===== config.mk =====
export PLATFORM = sky130hd
export DESIGN_NAME = mult_div_ctrl
export DESIGN_NICKNAME = d
export VERILOG_FILES = /design/src/rtl/md_pkg.sv /design/src/rtl/md_booth_step.sv /design/src/rtl/mult_div_ctrl.sv
export SDC_FILE = /design/constraint.sdc
export NUM_CORES = 1
export LEC_CHECK = 0
export ABC_CLOCK_PERIOD_IN_PS = 5700
export CAP_MARGIN = 20
export CORE_ASPECT_RATIO = 0.7
export CORE_MARGIN = 1.5
export CORE_UTILIZATION = 50
export DETAILED_ROUTE_END_ITERATION = 16
export PLACE_DENSITY = 0.73
export SYNTH_ARGS = -nofsm -noshare
export SYNTH_HDL_FRONTEND = slang
export SYNTH_SLANG_ARGS = --single-unit

===== constraint.sdc =====
create_clock -name clock -period 5.7 [get_ports clock]
set_clock_uncertainty 0.15 [all_clocks]
set_input_delay 0.855 -clock clock [delete_from_list [all_inputs] [get_ports clock]]
set_output_delay 0.855 -clock clock [all_outputs]
set_load 0.005 [all_outputs]

===== src/rtl/md_pkg.sv =====
// md_pkg: shared state encoding, op codes and counter sizing for the MULT/DIV sequencer.
package md_pkg;
  typedef enum logic [1:0] {IDLE, MUL_RUN, DIV_RUN, DONE} mdState_t;
  localparam logic MD_OP_MULT = 1'b0;
  localparam logic MD_OP_DIV = 1'b1;
  localparam int MD_WIDTH = 32;
  localparam int MD_CNT_W = $clog2(MD_WIDTH + 1);
endpackage


===== src/rtl/md_booth_step.sv =====
// md_booth_step: one radix-2 Booth iteration on {acc,q,qm1}, add/sub then arithmetic shift right.
module md_booth_step #(
  parameter int WIDTH = 32
) (
  input  logic [WIDTH:0]   acc,
  input  logic [WIDTH-1:0] q,
  input  logic             qm1,
  input  logic [WIDTH-1:0] m,
  output logic [WIDTH:0]   accNext,
  output logic [WIDTH-1:0] qNext,
  output logic             qm1Next
);
  logic [WIDTH:0] mExt, sum;
  // acc is one bit wider than M so that -(-2^(W-1)) stays representable
  assign mExt = {m[WIDTH-1], m};
  assign sum = (q[0] && !qm1) ? acc - mExt : (!q[0] && qm1) ? acc + mExt : acc;
  assign accNext = {sum[WIDTH], sum[WIDTH:1]};
  assign qNext = {sum[0], q[WIDTH-1:1]};
  assign qm1Next = q[0];
endmodule


===== src/rtl/mult_div_ctrl.sv =====
// mult_div_ctrl: iterative signed Booth MULT / restoring DIV, one step per clock, result to HI/LO.
// Define MD_ABORT_EN to add the abort port that cancels a running op.
module mult_div_ctrl
  import md_pkg::*;
#(
  parameter int WIDTH = MD_WIDTH
) (
  input  logic             clock,
  input  logic             reset,
  input  logic             start,
  input  logic             op,
  input  logic [WIDTH-1:0] src_a,
  input  logic [WIDTH-1:0] src_b,
`ifdef MD_ABORT_EN
  input  logic             abort,
`endif
  output logic             busy,
  output logic             done,
  output logic             div0,
  output logic [WIDTH-1:0] hi,
  output logic [WIDTH-1:0] lo
);
  mdState_t state, nextState;
  logic [MD_CNT_W-1:0] cnt;
  logic [WIDTH:0] acc, boothAcc, divTrial;
  logic [WIDTH-1:0] q, m, boothQ, absA, absB, remNext, quoNext;
  logic qm1, boothQm1, negQ, negR, div0R, abortReq, lastStep, divFits, divByZero;

`ifdef MD_ABORT_EN
  assign abortReq = abort;
`else
  assign abortReq = 1'b0;
`endif

  md_booth_step #(.WIDTH(WIDTH)) booth (
    .acc(acc), .q(q), .qm1(qm1), .m(m),
    .accNext(boothAcc), .qNext(boothQ), .qm1Next(boothQm1)
  );

  assign absA = src_a[WIDTH-1] ? -src_a : src_a;
  assign absB = src_b[WIDTH-1] ? -src_b : src_b;
  assign divByZero = (op == MD_OP_DIV) && (src_b == '0);
  // restoring divide: acc holds the partial remainder, q shifts dividend out / quotient in
  assign divTrial = {acc[WIDTH-1:0], q[WIDTH-1]} - {1'b0, m};
  assign divFits = !divTrial[WIDTH];
  assign remNext = divFits ? divTrial[WIDTH-1:0] : {acc[WIDTH-2:0], q[WIDTH-1]};
  assign quoNext = {q[WIDTH-2:0], divFits};
  assign lastStep = (cnt == MD_CNT_W'(1)) && !abortReq;

  assign busy = state != IDLE;
  assign done = state == DONE;
  assign div0 = done && div0R;

  always_ff @(posedge clock or posedge reset)
    if (reset) state <= IDLE;
    else state <= nextState;

  always_comb begin
    nextState = state;
    case (state)
      IDLE: if (start) nextState = divByZero ? DONE : (op == MD_OP_DIV) ? DIV_RUN : MUL_RUN;
      MUL_RUN, DIV_RUN: nextState = abortReq ? IDLE : (cnt == MD_CNT_W'(1)) ? DONE : state;
      default: nextState = IDLE;
    endcase
  end

  always_ff @(posedge clock or posedge reset)
    if (reset) begin
      cnt <= '0;
      acc <= '0;
      q <= '0;
      m <= '0;
      qm1 <= 1'b0;
      negQ <= 1'b0;
      negR <= 1'b0;
      div0R <= 1'b0;
      hi <= '0;
      lo <= '0;
    end else begin
      case (state)
        IDLE: if (start) begin
          cnt <= MD_CNT_W'(WIDTH);
          acc <= '0;
          qm1 <= 1'b0;
          q <= (op == MD_OP_DIV) ? absA : src_b;
          m <= (op == MD_OP_DIV) ? absB : src_a;
          negQ <= src_a[WIDTH-1] ^ src_b[WIDTH-1];
          negR <= src_a[WIDTH-1];
          div0R <= divByZero;
        end
        MUL_RUN: begin
          cnt <= cnt - MD_CNT_W'(1);
          acc <= boothAcc;
          q <= boothQ;
          qm1 <= boothQm1;
          if (lastStep) {hi, lo} <= {boothAcc[WIDTH-1:0], boothQ};
        end
        DIV_RUN: begin
          cnt <= cnt - MD_CNT_W'(1);
          acc <= {1'b0, remNext};
          q <= quoNext;
          if (lastStep) begin
            lo <= negQ ? -quoNext : quoNext;
            hi <= negR ? -remNext : remNext;
          end
        end
        default: ;
      endcase
    end
endmodule


==> flow_summary.toml, run 1 <==
[min_path]
hold_end = "div0R"
min_delay_path_depth = 2
hold_class = "reg2reg"
worstHoldStart = "div0R"

[yosys]
synth.most_common_cell = "nand2_1"
synth-compound-area-share_pct = 32.3
synthFlopType = "dfrtp_1"
ys_seq_area_share_pct = 25.0
synthAdderAreaFrac_pct = 8.00
postSynthCellCount = 2323
synth_area_leader_cell = "dfrtp_1"
synth_nets = 2500
synthSimpleGateAreaFrac_pct = 19.6
synth_cell_types = 85
netlist.area_leader.share_pct = 25.0
synth_commonest_cells = "nand2_1 (277), o21ai_0 (251), nor2_1 (238), a21oi_1 (216), dfrtp_1 (173)"
syn_avg_cell_area_um2 = 7.46
syn_area_um2 = 17300
synth_top_family_by_area = "compound AO/OA/AOI/OAI gates"
ys_seq_elements = 173
ys_warn_count = 0
synth_edf_count = 0
muxShareOfSynthArea_pct = 2.12
synth-xor-area-share_pct = 7.37
synthTopCellsByArea = "dfrtp_1 (25%), ha_1 (7.7%), o21ai_0 (7.3%)"
postSynth.asyncResetShare_pct = 100

[floorplan]
die_h_um = 159
num_rows = 56
num_io_pins = 135
fp.dieW_um = 225
initial_utilization_pct = 51.3
core_um2 = 33800
dieArea_um2 = 35800

[worst_setup_path]
worst-r2r-cell-count = 17
cp-end-kind = "register"
worst_r2r_endpoint = "hi[26]"
crit_fanout = 48
cp_top_family = "compound AO/OA/AOI/OAI gates"
crit_slowest_cell = "buf_4"
path_cells = "ha_1 > a21oi_1 > o21ai_1 > a2111oi_0 > buf_4 > nand3_1 > o21ai_2 > xnor2_4 > buf_4 > nand2_1 > o21ai_0 > ha_1 > o21ai_2 > nand2b_4 > o211ai_1 > o221ai_1 > a221oi_2"
critPathLaunchType = "register"
path_buf_inv = 2
r2r_slack_ps = 590
crit_cells = 17
max_stage_delay_ps = 570
worstReg2RegStart = "acc[24]"
crit_arrival_ps = 5330
required_ps = 5920
crit_type = "reg2reg"

[global_route]
grt_max_degree = 104
antenna_found_initial = 0
grt_pass1_wl_um = 102000
grt_pass1_vias = 17200
grtUsageTotal_pct = 36.6
gr-total-overflow = 0

[route]
wl_per_cell_um = 23.4
drt-total-wl_um = 66400
drt-vias-per-instance = 6.59
num_vias = 18700
ant_nets = 0
drc = 0
drt_iter0_drc = 2613
firstDrtPassIters = 9

[timing]
maxSlewViolCount = 0
worst_slew_pin_slew_ps = 1250
hold_viol = 0
rsz0062_at_grt = "no"
fmax_mhz = 196
slew_headroom_pct = 16.5
setup_tns_ps = 0
period_needed_ps = 5110
finalWorstSetupSlack_ps = 593
setup_viol = 0
finalCritPeriodShare_pct = 89.6

[pwr]
ir_drop_v = 0.000381
leakage_nw = 8.27
p_per_area_nw_per_um2 = 578
power_mw = 11.4

[cells_and_area]
stdcell_count = 2834
diodes = 0
drive_gt1_share_pct = 5.15
area_delta_synth_final_pct = 13.3
nNetsFinal = 2534

[placed_design]
place_inst = 2801
dp_slack_ps = 707
io_buffers = 134
gp_congestion = 1.04
dp_hpwl_um = 49200

[clocking]
cts_resized = 0
cts_setup_buffers = 0
insertion_delay_ps = 470
path_clk_slew_ps = 70
cts_inserted_buffers = 17
clockBufferDepth = 2
clock-sinks = 173
hold_buffers = 0
clock-root-buffer = "clkbuf_16"
cts-htree-levels = 4
cts_tree = "yes"

[flow_run]
drv_cap = 0

[status]
status = "finished, final reports clean"
-- final cells by class --
type | instances | area, µm²
clock inverter | 14 | 166
multi-input combinational | 1894 | 12100
fill | 3178 | 14100
clock buffer | 18 | 429
inverter | 92 | 350
sequential | 173 | 4330
tap | 464 | 581
timing repair buffer | 179 | 1710
-- per-stage QoR --
stage	hold slack, ps	area [µm²]	util [%]
after floorplan	281	17300	-
after global placement	295	19000	56.3
after detailed placement	301	19000	56.3
after CTS	317	19600	58.0
after global routing	345	19600	58.1
final	314	19600	58.1
-- power by group --
part	leakage (nW)	internal [mW]	switching (mW)
Clock	0.283	0.690	0.563
Sequential	2.29	1.65	0.584
Combinational	5.70	2.89	4.98
-- sequential cells by signal, summed over array words and instances (netlist names) --
name,flops
m,32
negQ,1
div0R,1
cnt,6
hi,32
qm1,1
state,2
lo,32
q,32
acc,33
negR,1
-- worst register-to-register path, stage by stage (launching register included) --
cell and delay, ps:
dfrtp_1 500, ha_1 410, a21oi_1 260, o21ai_1 160, a2111oi_0 380, buf_4 190, nand3_1 90, o21ai_2 250
xnor2_4 150, buf_4 570, nand2_1 120, o21ai_0 170, ha_1 510, o21ai_2 250, nand2b_4 230, o211ai_1 210
o221ai_1 170, a221oi_2 240
-- cell usage in the layout (no fill, tap or decap), types with 16 or more instances in the layout --
cell / count
a31oi_1: 16
a21oi_1: 216
o41ai_1: 16
a211oi_1: 26
mux2i_1: 31
nand2_1: 276
a221oi_1: 23
o22ai_1: 17
nor2b_1: 17
a22o_1: 17
nor2_1: 235
o21a_1: 18
ha_1: 105
nand2b_1: 22
or4_1: 29
a222oi_1: 24
or3_1: 22
dfrtp_1: 172
nor3_1: 45
a22oi_1: 22
xor2_1: 101
o21ai_0: 251
o31ai_1: 45
nand3_1: 25
clkdlybuf4s50_1: 134
buf_4: 43
o221ai_1: 21
xnor2_1: 43
clkbuf_16: 17
a21o_1: 30
inv_1: 86
-- worst max path at each step --
stage | startpoint | endpoint | slack (ps)
after floorplan | reset | acc[0] | 7
final | acc[24] | hi[26] | 590
after detailed placement | acc[24] | hi[26] | 710
after CTS | acc[24] | hi[26] | 660
after global routing | acc[24] | hi[26] | 180
after global placement | acc[24] | lo[28] | 820
-- kinds of logic (layout without fill, tap and decap cells) --
| kind of cell | count (synthesis) | in the layout |
|---|---|---|
| AO/OA/AOI/OAI | 862 | 862 |
| flip-flops | 173 | 173 |
| AND/OR/NAND/NOR | 742 | 742 |
| XOR/XNOR | 145 | 145 |
| buffers and inverters | 256 | 303 |
| multiplexers | 36 | 36 |
| adder cells (fa/ha/maj) | 109 | 109 |
-- routing by layer --
metal | routed length [µm] | GRT usage [%] | up-vias
met1 | 29200 | 52.8 | 8958
met5 | 0 | 0 | -
met3 | 7250 | 9.86 | 124
met2 | 27900 | 52.5 | 1008
li1 | - | - | 8578
met4 | 1990 | 11.5 | 0
Note: power is estimated with default switching activity, not from simulation.
==> inputs of run 2 (changes only) <==
--- a/config.mk
+++ b/config.mk
@@ -10,8 +10,10 @@
 export CORE_ASPECT_RATIO = 0.7
 export CORE_MARGIN = 1.5
 export CORE_UTILIZATION = 50
+export CTS_BUF_LIST = sky130_fd_sc_hd__clkbuf_4 sky130_fd_sc_hd__clkbuf_8
 export DETAILED_ROUTE_END_ITERATION = 16
 export PLACE_DENSITY = 0.73
+export SLEW_MARGIN = 20
 export SYNTH_ARGS = -nofsm -noshare
 export SYNTH_HDL_FRONTEND = slang
 export SYNTH_SLANG_ARGS = --single-unit
==> run 2 against run 1 <==
Die area did not move. Fmax decreased by 0.59%. Largest power group unchanged. Total power is 2.7% lower. Clock-buffer cell count unchanged. Cell count about the same. Flip-flop and latch count stayed put. Sequential power about the same. Largest cell class unchanged. Utilization shrank 0.63 points. Non-clock buffer count fell by 1. Via count is 0.32% lower. First-iteration DRC count shrank 2.3%.
==> flow_summary.toml, run 2 (synthesized netlist as in run 1, its figures left out) <==
[clocking]
cts_resized = 0
clockBufferDepth = 2
path_clk_slew_ps = 100
clock-sinks = 173
cts_tree = "yes"
cts-htree-levels = 4
cts_inserted_buffers = 17
insertion_delay_ps = 530
hold_buffers = 0
cts_setup_buffers = 0
clock-root-buffer = "clkbuf_8"

[timing]
fmax_mhz = 195
whs_ps = 320
rsz0062_at_grt = "no"
hold_viol = 0
slew_headroom_pct = 20.0
finalCritPeriodShare_pct = 90.1
worst_slew_pin_slew_ps = 1200
maxSlewViolCount = 0
period_needed_ps = 5140
setup_tns_ps = 0
finalWorstSetupSlack_ps = 563
setup_viol = 0

[cells_and_area]
nNetsFinal = 2533
layout_common_cells = "nand2_1 (276), o21ai_0 (251), nor2_1 (235)"
drive_gt1_share_pct = 5.19
largest_register_ffs = 33
area_delta_synth_final_pct = 12.1
diodes = 0
top_register = "acc"
stdcell_count = 2833
final_common_cell = "nand2_1"

[worst_setup_path]
cp_top_family = "compound AO/OA/AOI/OAI gates"
crit_arrival_ps = 5430
critPathLaunchType = "register"
crit_fanout = 48
cp-end-kind = "register"
crit_type = "reg2reg"
r2r_slack_ps = 560
path_buf_inv = 2
max_stage_delay_ps = 560
path_cells = "ha_1 > a21oi_1 > o21ai_1 > a2111oi_0 > buf_4 > nand3_1 > o21ai_2 > xnor2_4 > buf_4 > nand2_1 > o21ai_0 > ha_1 > o21ai_2 > nand2b_4 > o211ai_1 > o221ai_1 > a221oi_2"
crit_slowest_cell = "buf_4"
required_ps = 6000

[placed_design]
place_inst = 2801
io_buffers = 134
dp_hpwl_um = 49200
gp_congestion = 1.04
dp_slack_ps = 707

[floorplan]
dieArea_um2 = 35800
num_rows = 56
initial_utilization_pct = 51.3
die_h_um = 159
num_io_pins = 135
core_um2 = 33800
fp.dieW_um = 225

[pwr]
ir_drop_v = 0.000305
leakage_nw = 8.18
switchingPower_mw = 6.09
p_per_area_nw_per_um2 = 569
p_clk_share_pct = 8.8
power_mw = 11.0
combPwrFrac_pct = 70.7
intPower_mw = 4.96
p_seq_share_pct = 20.4
switching_share_pct = 55.1

[route]
num_vias = 18600
drc = 0
drt-vias-per-instance = 6.57
firstDrtPassIters = 9
wl_per_cell_um = 23.4
drt-total-wl_um = 66200
ant_nets = 0
drt_iter0_drc = 2554

[global_route]
gr-total-overflow = 0
antenna_found_initial = 0
grt_pass1_wl_um = 101000
grt_pass1_vias = 17100
grtUsageTotal_pct = 36.6
grt_max_degree = 104

[status]
status = "finished, final reports clean"

[flow_run]
drv_cap = 0

[min_path]
hold_class = "reg2reg"
[run 2: cell types whose count changed in the layout (fill, tap and decap cells not counted), sizes merged]
cell	previous run	this run
buf	45	44
[run 2: worst reg2reg max path, cell delays in order, from the launching register on]
cell and delay (ps):
dfrtp_1 510, ha_1 410, a21oi_1 260, o21ai_1 150, a2111oi_0 390, buf_4 190
nand3_1 90, o21ai_2 250, xnor2_4 150, buf_4 560, nand2_1 120, o21ai_0 170
ha_1 520, o21ai_2 250, nand2b_4 230, o211ai_1 210, o221ai_1 170, a221oi_2 250
[run 2: cell type report]
type | instances | area [µm²]
clock buffers | 18 | 241
clock inverters | 14 | 166
fillers | 3208 | 14400
inverters | 92 | 350
multi-input cells | 1894 | 12100
flip-flops and latches | 173 | 4330
well taps | 464 | 581
repair buffers | 178 | 1680
[run 2: routing by layer]
layer	wire length, µm	GRT usage, %
met1	29100	53.3
met2	27600	52.2
met3	7300	8.79
met4	2180	12.4
met5	0	0
[run 2: worst paths after layout]
check                      startpoint     end  depth (start not counted)
max                           acc[24]  hi[26]                         17
min                             div0R   div0R                          2
max reg2reg                   acc[24]  hi[26]                         17
min reg2reg                     div0R   div0R                          2
max in group asynchronous       reset    m[7]                          3
min in group asynchronous       reset  lo[28]                          2
[run 2: power by group through the flow]
stage | Combinational, mW | Clock (mW) | Sequential, mW
6_report | 7.81 | 0.975 | 2.26
5_1_grt | 8.43 | 1.02 | 2.31
2_1_floorplan | 5.39 | 0 | 1.99
4_1_cts | 7.59 | 0.973 | 2.24
3_3_place_gp | 7.46 | 0 | 2.24
3_5_place_dp | 7.53 | 0 | 2.26
[run 2: through the flow]
| stage | instance area (µm²) | util (%) |
|---|---|---|
| after floorplan | 17300 | - |
| after global placement | 19000 | 56.3 |
| after detailed placement | 19000 | 56.3 |
| after CTS | 19400 | 57.5 |
| after global routing | 19400 | 57.5 |
| final | 19400 | 57.5 |
